--- src/rtl/serial_adder_ctrl.sv ---
// Serial adder controller: adds two WIDTH-bit operands LSB first through one shared 1-bit full adder.
// Optional two's-complement overflow output is enabled with SERIAL_ADDER_CTRL_OVF_EN.
module serial_adder_ctrl #(
    parameter int WIDTH = 8
) (
    input  logic             clk,
    input  logic             rst_n,
    input  logic             start,
    input  logic [WIDTH-1:0] a,
    input  logic [WIDTH-1:0] b,
    input  logic             cin,
    output logic             busy,
    output logic             done,
    output logic [WIDTH-1:0] sum,
    output logic             cout
`ifdef SERIAL_ADDER_CTRL_OVF_EN
    ,
    output logic             ovf
`endif
);

    localparam int              CW   = (WIDTH > 1) ? $clog2(WIDTH) : 1;
    localparam logic [CW-1:0]   LAST = CW'(WIDTH - 1);

    typedef enum logic [1:0] {
        IDLE = 2'd0,
        RUN  = 2'd1,
        DONE = 2'd2
    } state_t;

    state_t             state_r;
    logic [WIDTH-1:0]   a_sh_r;
    logic [WIDTH-1:0]   b_sh_r;
    logic [WIDTH-1:0]   sum_sh_r;
    logic               carry_r;
    logic [CW-1:0]      cnt_r;
    logic               busy_r;
    logic               done_r;
    logic [WIDTH-1:0]   sum_r;
    logic               cout_r;
    logic               ovf_r;
    logic               fa_sum_s;
    logic               fa_cout_s;

    full_Adder u_fa (
        .A    (a_sh_r[0]),
        .B    (b_sh_r[0]),
        .Cin  (carry_r),
        .S    (fa_sum_s),
        .Cout (fa_cout_s)
    );

    assign busy = busy_r;
    assign done = done_r;
    assign sum  = sum_r;
    assign cout = cout_r;
`ifdef SERIAL_ADDER_CTRL_OVF_EN
    assign ovf  = ovf_r;
`endif

    // Sequencer: accepts a start, steps one bit per clock, publishes the result on the last step.
    always_ff @(posedge clk or negedge rst_n) begin
        if (!rst_n) begin
            state_r  <= IDLE;
            a_sh_r   <= '0;
            b_sh_r   <= '0;
            sum_sh_r <= '0;
            carry_r  <= 1'b0;
            cnt_r    <= '0;
            busy_r   <= 1'b0;
            done_r   <= 1'b0;
            sum_r    <= '0;
            cout_r   <= 1'b0;
            ovf_r    <= 1'b0;
        end else begin
            case (state_r)
                IDLE, DONE: begin
                    done_r <= 1'b0;
                    if (start) begin
                        a_sh_r   <= a;
                        b_sh_r   <= b;
                        carry_r  <= cin;
                        sum_sh_r <= '0;
                        cnt_r    <= '0;
                        busy_r   <= 1'b1;
                        state_r  <= RUN;
                    end else begin
                        busy_r   <= 1'b0;
                        state_r  <= IDLE;
                    end
                end
                RUN: begin
                    sum_sh_r <= {fa_sum_s, sum_sh_r[WIDTH-1:1]};
                    carry_r  <= fa_cout_s;
                    a_sh_r   <= {1'b0, a_sh_r[WIDTH-1:1]};
                    b_sh_r   <= {1'b0, b_sh_r[WIDTH-1:1]};
                    cnt_r    <= cnt_r + CW'(1);
                    if (cnt_r == LAST) begin
                        // carry_r here is the carry into the MSB, so overflow compares it with the carry out
                        sum_r   <= {fa_sum_s, sum_sh_r[WIDTH-1:1]};
                        cout_r  <= fa_cout_s;
                        ovf_r   <= carry_r ^ fa_cout_s;
                        busy_r  <= 1'b0;
                        done_r  <= 1'b1;
                        state_r <= DONE;
                    end else begin
                        busy_r  <= 1'b1;
                        done_r  <= 1'b0;
                        state_r <= RUN;
                    end
                end
                default: begin
                    busy_r  <= 1'b0;
                    done_r  <= 1'b0;
                    state_r <= IDLE;
                end
            endcase
        end
    end

endmodule

// Single-bit full adder shared by every step of the serial addition.
module full_Adder (
    input  logic A,
    input  logic B,
    input  logic Cin,
    output logic S,
    output logic Cout
);

    assign S    = A ^ B ^ Cin;
    assign Cout = (A & B) | (Cin & (A ^ B));

endmodule

--- config.mk ---
export PLATFORM = sky130hd
export DESIGN_NAME = serial_adder_ctrl
export DESIGN_NICKNAME = d
export VERILOG_FILES = /design/src/rtl/serial_adder_ctrl.sv
export SDC_FILE = /design/constraint.sdc
export NUM_CORES = 1
export LEC_CHECK = 0
export BUFFER_PORTS_ARGS = -buffer_cell sky130_fd_sc_hd__buf_4
export CAP_MARGIN = 15
export CORE_MARGIN = 2
export CORE_UTILIZATION = 50
export CTS_CLUSTER_DIAMETER = 50
export DETAILED_ROUTE_END_ITERATION = 8
export PLACE_DENSITY_LB_ADDON = 0.25
export SYNTH_ARGS = -nofsm -noshare
export SYNTH_HDL_FRONTEND = slang
export SYNTH_SLANG_ARGS = --single-unit
export TNS_END_PERCENT = 50
--- constraint.sdc ---
create_clock -name clk -period 1.4 [get_ports clk]
set_input_delay 0.07 -clock clk [delete_from_list [all_inputs] [get_ports clk]]
set_output_delay 0.07 -clock clk [all_outputs]
set_load 0.03 [all_outputs]
==> results.cfg, run 1 <==
[finish]
final_common_cell = buf_4
drive_gt1_share_pct = 38.4
stdcell_count = 246
fin_area_mm2 = 0.00239
antennaDiodeCount = 0
multi_input_area_um2 = 893
regArea_um2 = 978
fill_cells = 309
area_delta_synth_final_pct = 22.9
final_cell_mix = 46 x buf_4, 37 x dfrtp_1, 16 x mux2i_1
finalNetCount = 222

[die]
num_rows = 22
start_util_pct = 52.7
num_io_pins = 31
die_w_um = 66.4
die-area_mm2 = 0.00441
core-area_mm2 = 0.00369
die_h_um = 66.4

[status]
violations = setup timing
outcome = finished with violations

[cts]
clkSinkCount = 39
cts_tree = yes
cts_max_level = 2
clockBufferDepth = 2
numCtsBuffers = 5
root_buffer = clkbuf_8
clk_pin_slew_ns = 0.07
clock_latency_ns = 0.29

[sta]
rsz0062_at_grt = yes
max_freq_ghz = 0.697
period_share_pct = 102
period_needed_ns = 1.43
drv_slew = 0
timing.final.ws_setup_ns = -0.0339
finClkSkew_ns = 0.00774
finalHoldViolations = 0
tightest_slew_ns = 0.482
relSlewSlack_pct = 67.9
setup_violations = 1
fin_setup_tns_ns = -0.0339

[detailed_routing]
wl_per_cell_um = 14.2
drc_errors = 0
ant_nets = 0
drt_iter0_drc = 84
firstDrtPassIters = 4
num_vias = 1350
wl_um = 3500
drt-vias-per-instance = 5.49

[global_route]
grt_overflow = 0
grt_max_degree = 40
grt_first_pass_wirelength_um = 6040
grt_pass1_vias = 1374
grt_usage_pct = 18.6
antenna_found_initial = 0

[place]
dp_hpwl_um = 2470
placed_cell_area_mm2 = 0.00227
placedCellCount = 236
gp_congestion = 0.744
port_buffers = 30

[power_and_ir_drop]
cellLeakagePower_nw = 1.10
power_density_mw_per_mm2 = 2120
ir_worst_vdd_mv = 0.857

[synth]
yosysSeqAreaShare_pct = 50.2
avgSynthCellArea_um2 = 12.5
synth_compound_area_share_pct = 14.9
synth.area.mux_share_pct = 20.2
ys_types = 25
synth-seq-cells = 39
ys_warn_count = 0
synthesis.area_mm2 = 0.00195
synthXorXnorAreaFrac_pct = 0.450
synth_nets = 179
synth-adder-area-share_pct = 2.32
yosys.area_share.simple_pct = 7.01
synth_top_family_by_area = multiplexers
netlist_instances = 156

[critical_path]
end_kind = flop
r2r-end = sum_sh_r[7]
r2r_cells = 3
arrival_ns = 1.61
r2r-start = carry_r
reg2reg_setup_slack_ns = -0.03
cp-start-kind = flop
crit_type = flop to flop
cp_max_fo = 2
crit_required_ns = 1.57

[min_path]
hp-class = primary input to flop
worstHoldStart = a[5]
hold-path-endpoint = a_sh_r[5]
whs_path_depth = 3

[job]
drv_cap = 0
==> kinds of logic (layout without fill, tap and decap cells) <==
family	count (synthesis)	count (layout)
XOR/XNOR	1	1
AND/OR/NAND/NOR	21	21
flip-flops	39	39
buffers and inverters	15	57
adder cells (fa/ha/maj)	3	3
AO/OA/AOI/OAI	43	43
multiplexers	34	34
==> per-stage QoR <==
| step | hold slack (ns) | power (mW) | util (%) | setup slack, ns |
|---|---|---|---|---|
| final | 0.0536 | 5.08 | 64.8 | -0.0339 |
| after global routing | 0.0698 | 5.48 | 64.8 | -0.0953 |
| after CTS | 0.0526 | 5.09 | 64.4 | -0.0424 |
| after detailed placement | 0.0655 | 4.36 | 61.5 | -0.0335 |
| after global placement | 0.0621 | 4.21 | 61.5 | -0.0248 |
| after floorplan | -0.226 | 3.62 | - | -0.0127 |
==> registers in the layout, indices dropped and copies added (netlist names) <==
name	cells
a_sh_r	8
b_sh_r	8
sum	8
sum_sh_r	7
cnt_r	3
state_r	2
carry_r	1
cout	1
done	1
==> timing repair <==
action | in CTS | in global routing
gates resized for setup | 3 | 1
hold endpoints to repair | 39 | 0
hold buffers | 1 | 0
setup buffers | 1 | 2
endpoints found under the setup margin | 9 | 16
==> power by group <==
group,switching [mW],total [mW],internal [mW]
Combinational,1.08,2.37,1.29
Clock,0.344,0.676,0.331
Sequential,0.390,2.03,1.64
Total,1.81,5.08,3.27
==> how the worst max path moves through the flow <==
stage	slack (ns)	end	from	depth (start not counted)
finish	-0.03	sum_sh_r[7]	carry_r	3
global route	-0.1	sum_sh_r[7]	carry_r	3
CTS	-0.04	sum_sh_r[7]	carry_r	3
detailed placement	-0.03	sum_sh_r[7]	carry_r	3
global placement	-0.02	sum_sh_r[7]	carry_r	3
floorplan	-0.01	sum_sh_r[7]	carry_r	3
==> area by class of cell <==
type	count	share of cell area (%)
tap	48	2.51
clock buffer	6	3.04
multi-input combinational	102	37.4
inverter	3	0.471
timing repair buffer	48	15.7
sequential	39	40.9
==> per-layer routing <==
metal	track usage [%]	part of all wire [%]	up-vias
met5	0	0	-
met1	20.4	41	662
met4	7.40	2.1	0
met3	6.81	4.9	7
li1	-	-	651
met2	32.3	52	30
==> worst max-delay path: stages (launching register included) <==
cell and delay (ns):
dfrtp_1 0.40, fa_1 0.49, mux2_2 0.27, a22o_1 0.17
==> Yosys cell counts (all sizes together) <==
cell | count | area share, %
xnor2 | 1 | 0.45
a22o | 10 | 4.5
a21oi | 14 | 3.6
dfrtp | 39 | 50
nand3 | 2 | 0.51
ha | 2 | 1.3
nor2 | 1 | 0.32
clkbuf | 4 | 0.77
a211oi | 14 | 5.4
nand2 | 1 | 0.32
a31oi | 1 | 0.32
mux2i | 16 | 8.2
mux2 | 18 | 12
o22ai | 1 | 0.32
inv | 3 | 0.58
o21ai | 3 | 0.77
buf | 8 | 3.6
nor2b | 15 | 5.2
fa | 1 | 1.0
nand2b | 2 | 0.64
Note: power is estimated with default switching activity, not from simulation.
==> run 2: changes to the inputs <==
--- a/config.mk
+++ b/config.mk
@@ -5,6 +5,7 @@
 export SDC_FILE = /design/constraint.sdc
 export NUM_CORES = 1
 export LEC_CHECK = 0
+export ABC_AREA = 1
 export BUFFER_PORTS_ARGS = -buffer_cell sky130_fd_sc_hd__buf_4
 export CAP_MARGIN = 15
 export CORE_MARGIN = 2
==> results.cfg, run 2 <==
[die]
die-area_mm2 = 0.00428
die_h_um = 65.5
core-area_mm2 = 0.00363
num_rows = 22
die_w_um = 65.5
start_util_pct = 52.0
num_io_pins = 31

[critical_path]
arrival_ns = 1.21
r2r-end = sum[1]
path_delay_family = flip-flops
critPathBufInv = 2
crit_required_ns = 1.33
reg2reg_setup_slack_ns = 0.13
r2r-start = cnt_r[0]
cp_max_fo = 12
r2r_cells = 6
end_kind = output port
cp-start-kind = flop
crit_type = flop to output port
cp_slowest_cell = dfrtp_1
crit_top_cell = buf_4
slowest_delay_ns = 0.49
worstPathCellList = buf_4 -> buf_4

[cts]
clockBufferDepth = 2
clock_latency_ns = 0.29
ctsResizeCount = 0
clk_pin_slew_ns = 0.08
numCtsBuffers = 5
clkSinkCount = 39
cts_max_level = 2
cts_tree = yes
root_buffer = clkbuf_8

[sta]
rsz0062_at_grt = no
setup_violations = 0
finClkSkew_ns = 0.00699
finalHoldViolations = 0
relSlewSlack_pct = 67.9
tightest_slew_ns = 0.481
drv_slew = 0
period_needed_ns = 1.28
max_freq_ghz = 0.779
fin_setup_tns_ns = 0
period_share_pct = 91.7

[synth]
ys_warn_count = 0
yosys-top-cells-area = dfrtp_1 52%, nand2_1 14%, inv_1 8.0%
yosysSeqAreaShare_pct = 51.7
avgSynthCellArea_um2 = 8.58
synth_most_common_cell = nand2_1
synthesis.area_mm2 = 0.00189
synth_ff_type = dfrtp_1
synth_area_leader_cell = dfrtp_1
synth_commonest_cells = 71 x nand2_1, 40 x inv_1, 39 x dfrtp_1, 30 x nand3_1, 8 x o21ai_2
synth-seq-cells = 39
ys_types = 19
netlist.area_leader.share_pct = 51.7
netlist_instances = 220
synth_edf_count = 0
synth_nets = 243
ys_async_sr_fraction_pct = 100

[global_route]
grt_pass1_vias = 1417
grt_util_met2_pct = 31.1
grt_overflow = 0
antenna_found_initial = 0
grt_first_pass_wirelength_um = 6140
grt_util_met3_pct = 5.31
grt_max_degree = 40
grt_use_met1_pct = 24.0
grt_usage_pct = 19.0
grt-busiest-layer = met2

[power_and_ir_drop]
ir_worst_vdd_mv = 1.28
combPwrFrac_pct = 45.8
internal-power_mw = 3.36
p_sw_share_pct = 40.8
cellLeakagePower_nw = 1.30
power_density_mw_per_mm2 = 2440
sequentialPowerShare_pct = 34.5
clkPwrFrac_pct = 19.7
p_sw_mw = 2.31
finalPower_mw = 5.67

[place]
port_buffers = 30
placed_cell_area_mm2 = 0.00212
gp_congestion = 0.739
dp_hpwl_um = 2140

[detailed_routing]
firstDrtPassIters = 4
wl_per_cell_um = 11.2
drc_errors = 0
ant_nets = 0
num_vias = 1435
drt_iter0_drc = 117
drt-vias-per-instance = 4.69
wl_um = 3420

[finish]
area_delta_synth_final_pct = 23.3
utilization_pct = 64.1
antennaDiodeCount = 0
drive_gt1_share_pct = 23.3
fin_area_mm2 = 0.00233
final_common_cell = nand2_1
finalNetCount = 280
final_cell_mix = 71 x nand2_1, 40 x inv_1, 39 x dfrtp_1

[status]
outcome = complete, no violations

[min_path]
hp-class = primary input to flop
worstHoldStart = start
whs_path_depth = 3
hold-path-endpoint = state_r[0]

[job]
drv_cap = 0
run 2: cell count changes after synthesis, sizes merged, moves of 4 or more:
cell and delta:
mux2i -16, nand3 +28, a21oi -13, mux2 -18, clkbuf -4, nor2b -15, inv +40, o21ai +15
a22o -10, a211oi -14, nand2 +74
run 2: area by class of cell:
| cell class | instances | area [um^2] |
|---|---|---|
| clock inverters | 3 | 67.6 |
| flip-flops and latches | 39 | 976 |
| multi-input cells | 129 | 664 |
| well taps | 48 | 60.1 |
| fillers | 329 | 1310 |
| repair buffers | 39 | 325 |
| clock buffers | 5 | 68.8 |
| inverters | 43 | 166 |
run 2: through the flow:
stage	hold WS, ns	cells	setup WS, ns
after floorplan	-0.226	220	0.0933
after detailed placement	0.0668	293	0.0490
after CTS	0.0489	304	0.0389
after global placement	0.0685	293	0.0992
after global routing	0.0500	306	0.0482
final	0.0507	306	0.116
run 2: worst max-delay path by stage:
stage	startpoint	end	slack (ns)	cells after the start
2_1_floorplan	state_r[0]	sum[7]	0.09	7
3_3_place_gp	cnt_r[0]	sum[7]	0.1	6
3_5_place_dp	cnt_r[0]	sum[7]	0.05	6
4_1_cts	cnt_r[0]	sum[7]	0.04	6
5_1_grt	state_r[0]	busy	0.05	2
6_report	state_r[0]	busy	0.12	2
run 2: cell families after synthesis:
group | Yosys count | synth area share, %
AND/OR/NAND/NOR | 107 | 26.2
buffers and inverters | 52 | 13.1
flip-flops | 39 | 51.7
AO/OA/AOI/OAI | 19 | 6.63
adder cells (fa/ha/maj) | 3 | 2.39
run 2: routing by layer:
| layer | vias to the layer above | part of all wire, % |
|---|---|---|
| met2 | 27 | 49 |
| li1 | 738 | - |
| met3 | 7 | 4.8 |
| met5 | - | 0 |
| met4 | 0 | 1.2 |
| met1 | 663 | 45 |
run 2: tightest hold or removal path, stage by stage:
cell     delay, ns
buf_4         0.09
nand2_4       0.07
o21ai_0       0.07
run 2: repair_timing:
action | 4_1_cts | 5_1_grt
buffers inserted | 0 | 2
setup endpoints to repair | 0 | 2
hold buffers | 3 | 0
hold endpoints to repair | 41 | 0
run 2: power by group through the flow:
| stage | clock (mW) | combinational (mW) | sequential, mW |
|---|---|---|---|
| after global placement | 0 | 2.52 | 1.96 |
| after floorplan | 0 | 1.82 | 2.17 |
| final | 1.12 | 2.60 | 1.96 |
| after CTS | 1.13 | 2.59 | 1.96 |
| after global routing | 1.20 | 3.00 | 2.02 |
| after detailed placement | 0 | 2.57 | 1.96 |
